### config.mk
export PLATFORM = sky130hd
export DESIGN_NAME = division_flat
export DESIGN_NICKNAME = d
export VERILOG_FILES = /design/src/rtl/division_pkg.sv /design/src/rtl/division_if.sv /design/src/rtl/division_step.sv /design/src/rtl/division.sv /design/src/flat_wrapper.sv
export SDC_FILE = /design/constraint.sdc
export NUM_CORES = 1
export LEC_CHECK = 0
export CORE_ASPECT_RATIO = 1.2
export CORE_MARGIN = 10
export CORE_UTILIZATION = 55
export DETAILED_ROUTE_END_ITERATION = 8
export PLACE_DENSITY = 0.83
export SYNTH_ARGS = -nofsm -noshare
export SYNTH_HDL_FRONTEND = slang
export SYNTH_SLANG_ARGS = --single-unit
### constraint.sdc
create_clock -name clock -period 7.1 [get_ports clock]
set_input_delay 2.13 -clock clock [delete_from_list [all_inputs] [get_ports clock]]
set_output_delay 2.13 -clock clock [all_outputs]
set_load 0.03 [all_outputs]
### src/rtl/division_pkg.sv
// Shared definitions for the restoring divider: default width, FSM encoding,
// and the width of the iteration counter.
package division_pkg;

   localparam int DIV_WIDTH = 32;

   typedef enum logic [0:0] {
      IDLE = 1'b0,
      RUN  = 1'b1
   } state_e;

   localparam logic [0:0] ST_IDLE = IDLE;
   localparam logic [0:0] ST_RUN  = RUN;

   // Counter must hold the value WIDTH itself, hence WIDTH+1.
   function automatic int cnt_width(input int width);
      return $clog2(width + 1);
   endfunction

endpackage

### src/rtl/division_if.sv
// Operand/result bundle for the divider. DIVISION_DBZ_FLAG_EN adds the
// registered div_by_zero flag.
interface division_if import division_pkg::*; #(
   parameter int WIDTH = DIV_WIDTH
) ();

   logic             start;
   logic [WIDTH-1:0] a;
   logic [WIDTH-1:0] b;
   logic [WIDTH-1:0] q;
   logic [WIDTH-1:0] r;
   logic             busy;
   logic             done;
`ifdef DIVISION_DBZ_FLAG_EN
   logic             div_by_zero;

   modport master (output start, a, b, input q, r, busy, done, div_by_zero);
   modport slave  (input start, a, b, output q, r, busy, done, div_by_zero);
`else
   modport master (output start, a, b, input q, r, busy, done);
   modport slave  (input start, a, b, output q, r, busy, done);
`endif

endinterface

### src/rtl/division_step.sv
// One restoring-division iteration: shift in the next dividend bit, then
// subtract the divisor when it fits.
module division_step import division_pkg::*; #(
   parameter int WIDTH = DIV_WIDTH
) (
   input  logic [WIDTH-1:0] rem,
   input  logic             msb,
   input  logic [WIDTH-1:0] divisor,
   output logic [WIDTH-1:0] rem_next,
   output logic             q_bit
);

   logic [WIDTH:0] shifted_s;
   logic [WIDTH:0] diff_s;

   assign shifted_s = {rem, msb};
   assign diff_s    = shifted_s - {1'b0, divisor};

   // A clear borrow bit means the divisor fits into the shifted remainder.
   always_comb begin
      rem_next = shifted_s[WIDTH-1:0];
      q_bit    = 1'b0;
      if (diff_s[WIDTH] == 1'b0) begin
         rem_next = diff_s[WIDTH-1:0];
         q_bit    = 1'b1;
      end else begin
         rem_next = shifted_s[WIDTH-1:0];
         q_bit    = 1'b0;
      end
   end

endmodule

### src/rtl/division.sv
// Sequential unsigned restoring divider, one quotient bit per clock.
// Optional DIVISION_DBZ_FLAG_EN adds a registered divide-by-zero flag.
module division import division_pkg::*; #(
   parameter int WIDTH = DIV_WIDTH
) (
   input logic       clock,
   input logic       reset,
   division_if.slave bus
);

   localparam int            CW       = cnt_width(WIDTH);
   localparam logic [CW-1:0] CNT_LOAD = CW'(WIDTH);
   localparam logic [CW-1:0] CNT_ONE  = CW'(1);

   logic [0:0]       state_r;
   logic [WIDTH-1:0] dvd_r;
   logic [WIDTH-1:0] dvs_r;
   logic [WIDTH-1:0] rem_r;
   logic [CW-1:0]    cnt_r;
   logic [WIDTH-1:0] q_r;
   logic [WIDTH-1:0] r_r;
   logic             busy_r;
   logic             done_r;

   logic [WIDTH-1:0] rem_next_s;
   logic             q_bit_s;
   logic [WIDTH-1:0] quo_next_s;
   logic             finish_s;

   division_step #(.WIDTH(WIDTH)) u_step (
      .rem      (rem_r),
      .msb      (dvd_r[WIDTH-1]),
      .divisor  (dvs_r),
      .rem_next (rem_next_s),
      .q_bit    (q_bit_s)
   );

   // Quotient bits fill the dividend register from the LSB as its MSBs shift out.
   assign quo_next_s = {dvd_r[WIDTH-2:0], q_bit_s};
   assign finish_s   = (state_r == ST_RUN) && (cnt_r == CNT_ONE);

   // Control FSM, working registers and result registers.
   always_ff @(posedge clock or posedge reset) begin
      if (reset) begin
         state_r <= ST_IDLE;
         dvd_r   <= {WIDTH{1'b0}};
         dvs_r   <= {WIDTH{1'b0}};
         rem_r   <= {WIDTH{1'b0}};
         cnt_r   <= {CW{1'b0}};
         q_r     <= {WIDTH{1'b0}};
         r_r     <= {WIDTH{1'b0}};
         busy_r  <= 1'b0;
         done_r  <= 1'b0;
      end else begin
         done_r <= 1'b0;
         case (state_r)
            ST_IDLE: begin
               if (bus.start) begin
                  dvd_r   <= bus.a;
                  dvs_r   <= bus.b;
                  rem_r   <= {WIDTH{1'b0}};
                  cnt_r   <= CNT_LOAD;
                  busy_r  <= 1'b1;
                  state_r <= ST_RUN;
               end
            end
            ST_RUN: begin
               dvd_r <= quo_next_s;
               rem_r <= rem_next_s;
               cnt_r <= cnt_r - CNT_ONE;
               if (finish_s) begin
                  q_r     <= quo_next_s;
                  r_r     <= rem_next_s;
                  busy_r  <= 1'b0;
                  done_r  <= 1'b1;
                  state_r <= ST_IDLE;
               end
            end
            default: begin
               busy_r  <= 1'b0;
               state_r <= ST_IDLE;
            end
         endcase
      end
   end

   assign bus.q    = q_r;
   assign bus.r    = r_r;
   assign bus.busy = busy_r;
   assign bus.done = done_r;

`ifdef DIVISION_DBZ_FLAG_EN
   logic dbz_r;

   // Flag follows the divisor of the most recently completed operation.
   always_ff @(posedge clock or posedge reset) begin
      if (reset) begin
         dbz_r <= 1'b0;
      end else if (finish_s) begin
         dbz_r <= (dvs_r == {WIDTH{1'b0}});
      end else begin
         dbz_r <= dbz_r;
      end
   end

   assign bus.div_by_zero = dbz_r;
`endif

endmodule

### src/flat_wrapper.sv
// flat-port wrapper written by rule: the top's interface ports become plain ports
module division_flat import division_pkg::*;
#(
   parameter int WIDTH = DIV_WIDTH
)
  (clock, reset, bus_start, bus_a, bus_b, bus_q, bus_r, bus_busy, bus_done);
  division_if #(.WIDTH(WIDTH)) bus_i ();
  input logic clock;
  input logic reset;
  input wire logic [$bits(bus_i.start)-1:0] bus_start;
  input wire logic [$bits(bus_i.a)-1:0] bus_a;
  input wire logic [$bits(bus_i.b)-1:0] bus_b;
  output wire logic [$bits(bus_i.q)-1:0] bus_q;
  output wire logic [$bits(bus_i.r)-1:0] bus_r;
  output wire logic [$bits(bus_i.busy)-1:0] bus_busy;
  output wire logic [$bits(bus_i.done)-1:0] bus_done;
  assign bus_i.start = bus_start;
  assign bus_i.a = bus_a;
  assign bus_i.b = bus_b;
  assign bus_q = bus_i.q;
  assign bus_r = bus_i.r;
  assign bus_busy = bus_i.busy;
  assign bus_done = bus_i.done;
  division #(.WIDTH(WIDTH)) u_core (.clock(clock), .reset(reset), .bus(bus_i));
endmodule
# --- Yosys cells after proc, flatten, opt, wreduce, memory -nomap -nowiden ---
# Index checks and enable logic that the tools add are counted.
word_totals:
  inputBits: 67
  ff_bits: 169
classes:
  reduce_logical: 4
  muxes: 16
  addsub: 2
  n_bitwise: 1
  n_eq_ne: 3
ops:
  columns: ["operator", "n"]
  rows:
  - ["$pmux W32 S2", 2]
  - ["$mux W32", 3]
  - ["$sub A33 B32 Y33", 1]
  - ["$pmux W6 S2", 1]
  - ["$mux W1", 7]
  - ["$eq A6 B1 Y1 const B", 1]
  - ["$mux W6", 1]
  - ["$reduce_and A2 Y1", 3]
  - ["$sub A6 B1 Y6 const B", 1]
  - ["$ne A2 B2 Y1 const B", 2]
  - ["$pmux W1 S2", 2]
  - ["$logic_and A1 B1 Y1", 1]
  - ["$not A1 Y1", 1]

# --- Longest topological paths before layout ---
depth:
  depth_word: 4
  ltp_mapped: 14

# --- By module ---
# A second synthesis with hierarchy kept.
hier_totals:
  cells_unflattened: 890
  hier_area_um2: 9143.8
modules_own_cells:
  columns: ["mod", "area_each_um2", "cells_per_inst", "n_inst"]
  rows:
  - ["division", 6785.3, 585, 1]
  - ["division_step", 2358.5, 305, 1]

# --- Worst setup path after synthesis ---
# No wires, ideal clock.
synth_path:
  path_type: "input to register"
  start: "in bus_start"
  end: "reg u_core.dvd_r[15]"
  stages: 5
  setup_time_ps: 133
  t_arrival_ps: 3441
  n_path_buf: 3
  setup_slack_ps: 3526
  path_cell_list: "clkbuf_1 clkbuf_1 clkbuf_1 mux2i_1 o21ai_0"
synth_between:
  elab_chain_len: 1
synth_rtl:
  columns: ["element", "line_no", "source"]
  rows:
  - ["start, declared", "flat_wrapper.sv:10", "input wire logic [$bits(bus_i.start)-1:0] bus_start;"]
  - ["$ne A2 B2 Y1 (no source line)", null, null]
  - ["end signal, assigned", "division.sv:46", "dvd_r <= {WIDTH{1'b0}};"]
  - ["end signal, assigned", "division.sv:59", "dvd_r <= bus.a;"]
  - ["end signal, assigned", "division.sv:68", "dvd_r <= quo_next_s;"]
  - ["end, declared", "division.sv:16", "logic [WIDTH-1:0] dvd_r;"]
# Every way passes these cells.
# A chain may end at the register's enable or synchronous reset.

# --- Worst setup path in the final report ---
layout_path:
  start: "reg u_core.r_r[30] (netlist: u_core.bus.r[30])"
  end: "out bus_r[30]"
layout_rtl:
  columns: ["element", "line_no", "source"]
  rows:
  - ["start, declared", "division.sv:21", "logic [WIDTH-1:0] r_r;"]
  - ["start signal, assigned", "division.sv:51", "r_r <= {WIDTH{1'b0}};"]
  - ["start signal, assigned", "division.sv:73", "r_r <= rem_next_s;"]
  - ["end, declared", "flat_wrapper.sv:14", "output wire logic [$bits(bus_i.r)-1:0] bus_r;"]
# No word-level cell between the ends.

==> flow_summary.ini <==
[status]
outcome = complete, no violations

[place]
hpwl_microns = 15600
gp_congestion = 0.888
placed_cells = 1275
port_buffers = 132

[cells_and_area]
regArea_sq_um = 4230
multiInputGateArea_sq_um = 4420
layout.cells.non_filler = 1308
areaGrowthSynthToFinish_pct = 22.1
drive_gt1_share_pct = 6.12
fin_nets = 1184
fill_cells = 1287
final_util_pct = 68.4

[synthesis]
synthFlopType = dfrtp_1
ys_seq_elements = 169
syn-num-nets = 1082
synth_seq_area_share_pct = 46.6
synth_edf_count = 0
synth-warning-count = 0
syn-instance-count = 980
avgSynthCellArea_sq_um = 9.26
synthArstFlopShare_pct = 100
synth_cell_types = 70
netlist_area_sq_um = 9080

[timing]
rsz0062_at_grt = false
tightest_slew_ns = 1.07
setup_viol = 0
min_period_ns = 3.68
period_share_pct = 51.9
skew_ns = 0.00826
maxSlewViolCount = 0
finalHoldViolations = 0
fmax_mhz = 271
whs_ns = 0.473
finalSetupTns_ns = 0
slew_headroom_pct = 28.2

[route]
first_iter_violations = 564
avgViaCountPerCell = 5.58
drc_errors = 0
route.vias.total = 7299
dr.pass1.iters = 5
wl_microns = 22500
routedWlPerCell_microns = 17.2
ant_nets = 0

[hold_path]
hold_depth = 2
hold_path.class = reg2reg
hold_end = u_core.bus.q[24]
hp-start = u_core.bus.q[24]

[die]
dieArea_sq_um = 22100
fp.dieW_microns = 137
die_h_microns = 161
row_count = 51
core_sq_um = 16200
ioPinCount = 133
start_util_pct = 56.0

[worst_setup_path]
r2r_end = u_core.rem_r[31]
crit_fanout = 2
crit_type = reg2out
endpoint_kind = output port
timing.critical_path.buf_inv = 1
rr_worst_depth = 12
r2r_slack_ns = 3.63
worstPathRequired_ns = 4.97
critPathLaunchType = register
cp.arrival_ns = 1.55
crit_family = buffers and inverters
path_cells = clkdlybuf4s50_1
cpMaxStageDelayCell = clkdlybuf4s50_1
critical_path.max_stage_delay_ns = 0.75
rr_startpoint = u_core.dvd_r[31]

[clocking]
clk_pin_slew_ns = 0.07
clock_latency_ns = 0.44
cts.sink_count = 169
cts_max_level = 4
cts_setup_buffers = 0
cts_hold_buffers = 0
numCtsBuffers = 17
cts_resized = 0
cts-root-buf = clkbuf_16
max-clock-path-buffers = 2
cts_tree = yes

[run]
maxCapViolations = 0

[global_route]
antenna_found_initial = 1
grt_start_max_net_pins = 86
gr-total-overflow = 0
grt_pass1_wl_microns = 36900
grt_usage_pct = 20.6
grt_pass1_vias = 7296
[placed cells by master (no fill, tap or decap), types with 6 or more instances in the layout]
master           count
o21ai_0             84
xnor2_1             13
dfrtp_1            168
and2_1               6
inv_1               44
a21oi_1             31
xor2_1              14
nor3_1              10
nor2_1              22
nand4_1              6
o21ai_1             26
o211ai_1            12
clkdlybuf4s50_1    131
nand3_1             14
clkbuf_16           17
a21o_1              17
nand2_1            242
nor3b_1              7
mux2i_1             81
ha_1                34
buf_4                8
a31oi_1             10
[flip-flops by register name, summed over array words and instances (netlist names)]
name and count:
u_core.bus.busy 1, u_core.bus.done 1, u_core.bus.q 32, u_core.bus.r 32
u_core.cnt_r 6, u_core.dvd_r 32, u_core.dvs_r 32, u_core.rem_r 32
u_core.state_r 1
[synthesized netlist by cell type, types with 2 or more instances]
library cell	instances	area, sq um
and3_1	5	31.3
a21o_1	17	128
clkbuf_1	30	113
nor3b_1	7	52.6
a21oi_1	31	155
o21ai_1	26	130
nand2_2	2	12.5
buf_2	11	55.1
o211ai_1	12	90.1
o31a_1	2	17.5
nand2_1	242	908
ha_1	34	425
a31oi_1	10	62.6
xnor2_1	13	114
a21oi_4	2	32.5
o21bai_1	3	22.5
o21ai_0	84	420
a211oi_1	2	15.0
nand4_1	6	37.5
nand3b_1	2	15.0
o21a_1	3	22.5
nor3_1	10	50.1
and2_1	6	37.5
inv_1	45	169
o2111ai_1	2	17.5
mux2_2	4	45.0
nor2b_1	4	25.0
nor2_1	23	86.3
buf_1	10	37.5
a21boi_0	2	15.0
o31ai_1	5	37.5
buf_6	4	45.0
or3_1	3	18.8
xor2_1	14	123
nand3_1	14	70.1
mux2i_1	81	811
dfrtp_1	169	4230
nand2b_1	4	25.0
a21oi_2	5	43.8
[worst max path at each step]
stage,start,endpoint,slack [ns],depth (start not counted)
finish,u_core.bus.r[30],bus_r[30],3.42,1
global route,u_core.bus.r[28],bus_r[28],3.39,1
CTS,u_core.bus.r[17],bus_r[17],3.40,1
detailed placement,reset,u_core.bus.r[12],3.20,3
global placement,reset,u_core.dvs_r[13],3.24,3
floorplan,reset,u_core.bus.busy,0.39,1
[tightest hold or removal path, delay by kind of cell (launching register included)]
kind | cells | cell delay, ns
AND/OR/NAND/NOR | 2 | 0.10
flip-flops | 1 | 0.34
[layout make-up]
type,instances,area share (%)
Antenna cell,1,0.0226
Clock buffer,17,3.84
Clock inverter,15,1.67
Inverter,47,1.64
Multi-Input combinational cell,707,39.8
Sequential cell,169,38.2
Tap cell,212,2.39
Timing Repair Buffer,140,12.4
[metal layers]
| layer | up-vias | wire (microns) | global-route usage [%] |
|---|---|---|---|
| met1 | 3526 | 9660 | 25.7 |
| met4 | 0 | 398 | 7.34 |
| met3 | 30 | 1010 | 4.21 |
| met2 | 180 | 11400 | 34.5 |
| met5 | - | 0 | 0 |
| li1 | 3563 | - | - |
[metrics by stage]
step	instance area (sq um)	setup slack [ns]
finish	11100	3.42
detailed placement	10500	3.20
global placement	10500	3.24
floorplan	9080	0.395
global route	11100	3.39
CTS	11100	3.40
[cells by family after synthesis]
| kind of cell | after synthesis | share of synthesized area [%] |
|---|---|---|
| AO/OA/AOI/OAI | 225 | 15.5 |
| XOR/XNOR | 28 | 2.78 |
| adder cells (fa/ha/maj) | 35 | 4.91 |
| buffers and inverters | 104 | 4.95 |
| flip-flops | 169 | 46.6 |
| multiplexers | 85 | 9.43 |
| AND/OR/NAND/NOR | 334 | 15.8 |
Power is not shown: default switching activity piles up to over one toggle a cycle in this logic, so the estimate is an artifact.
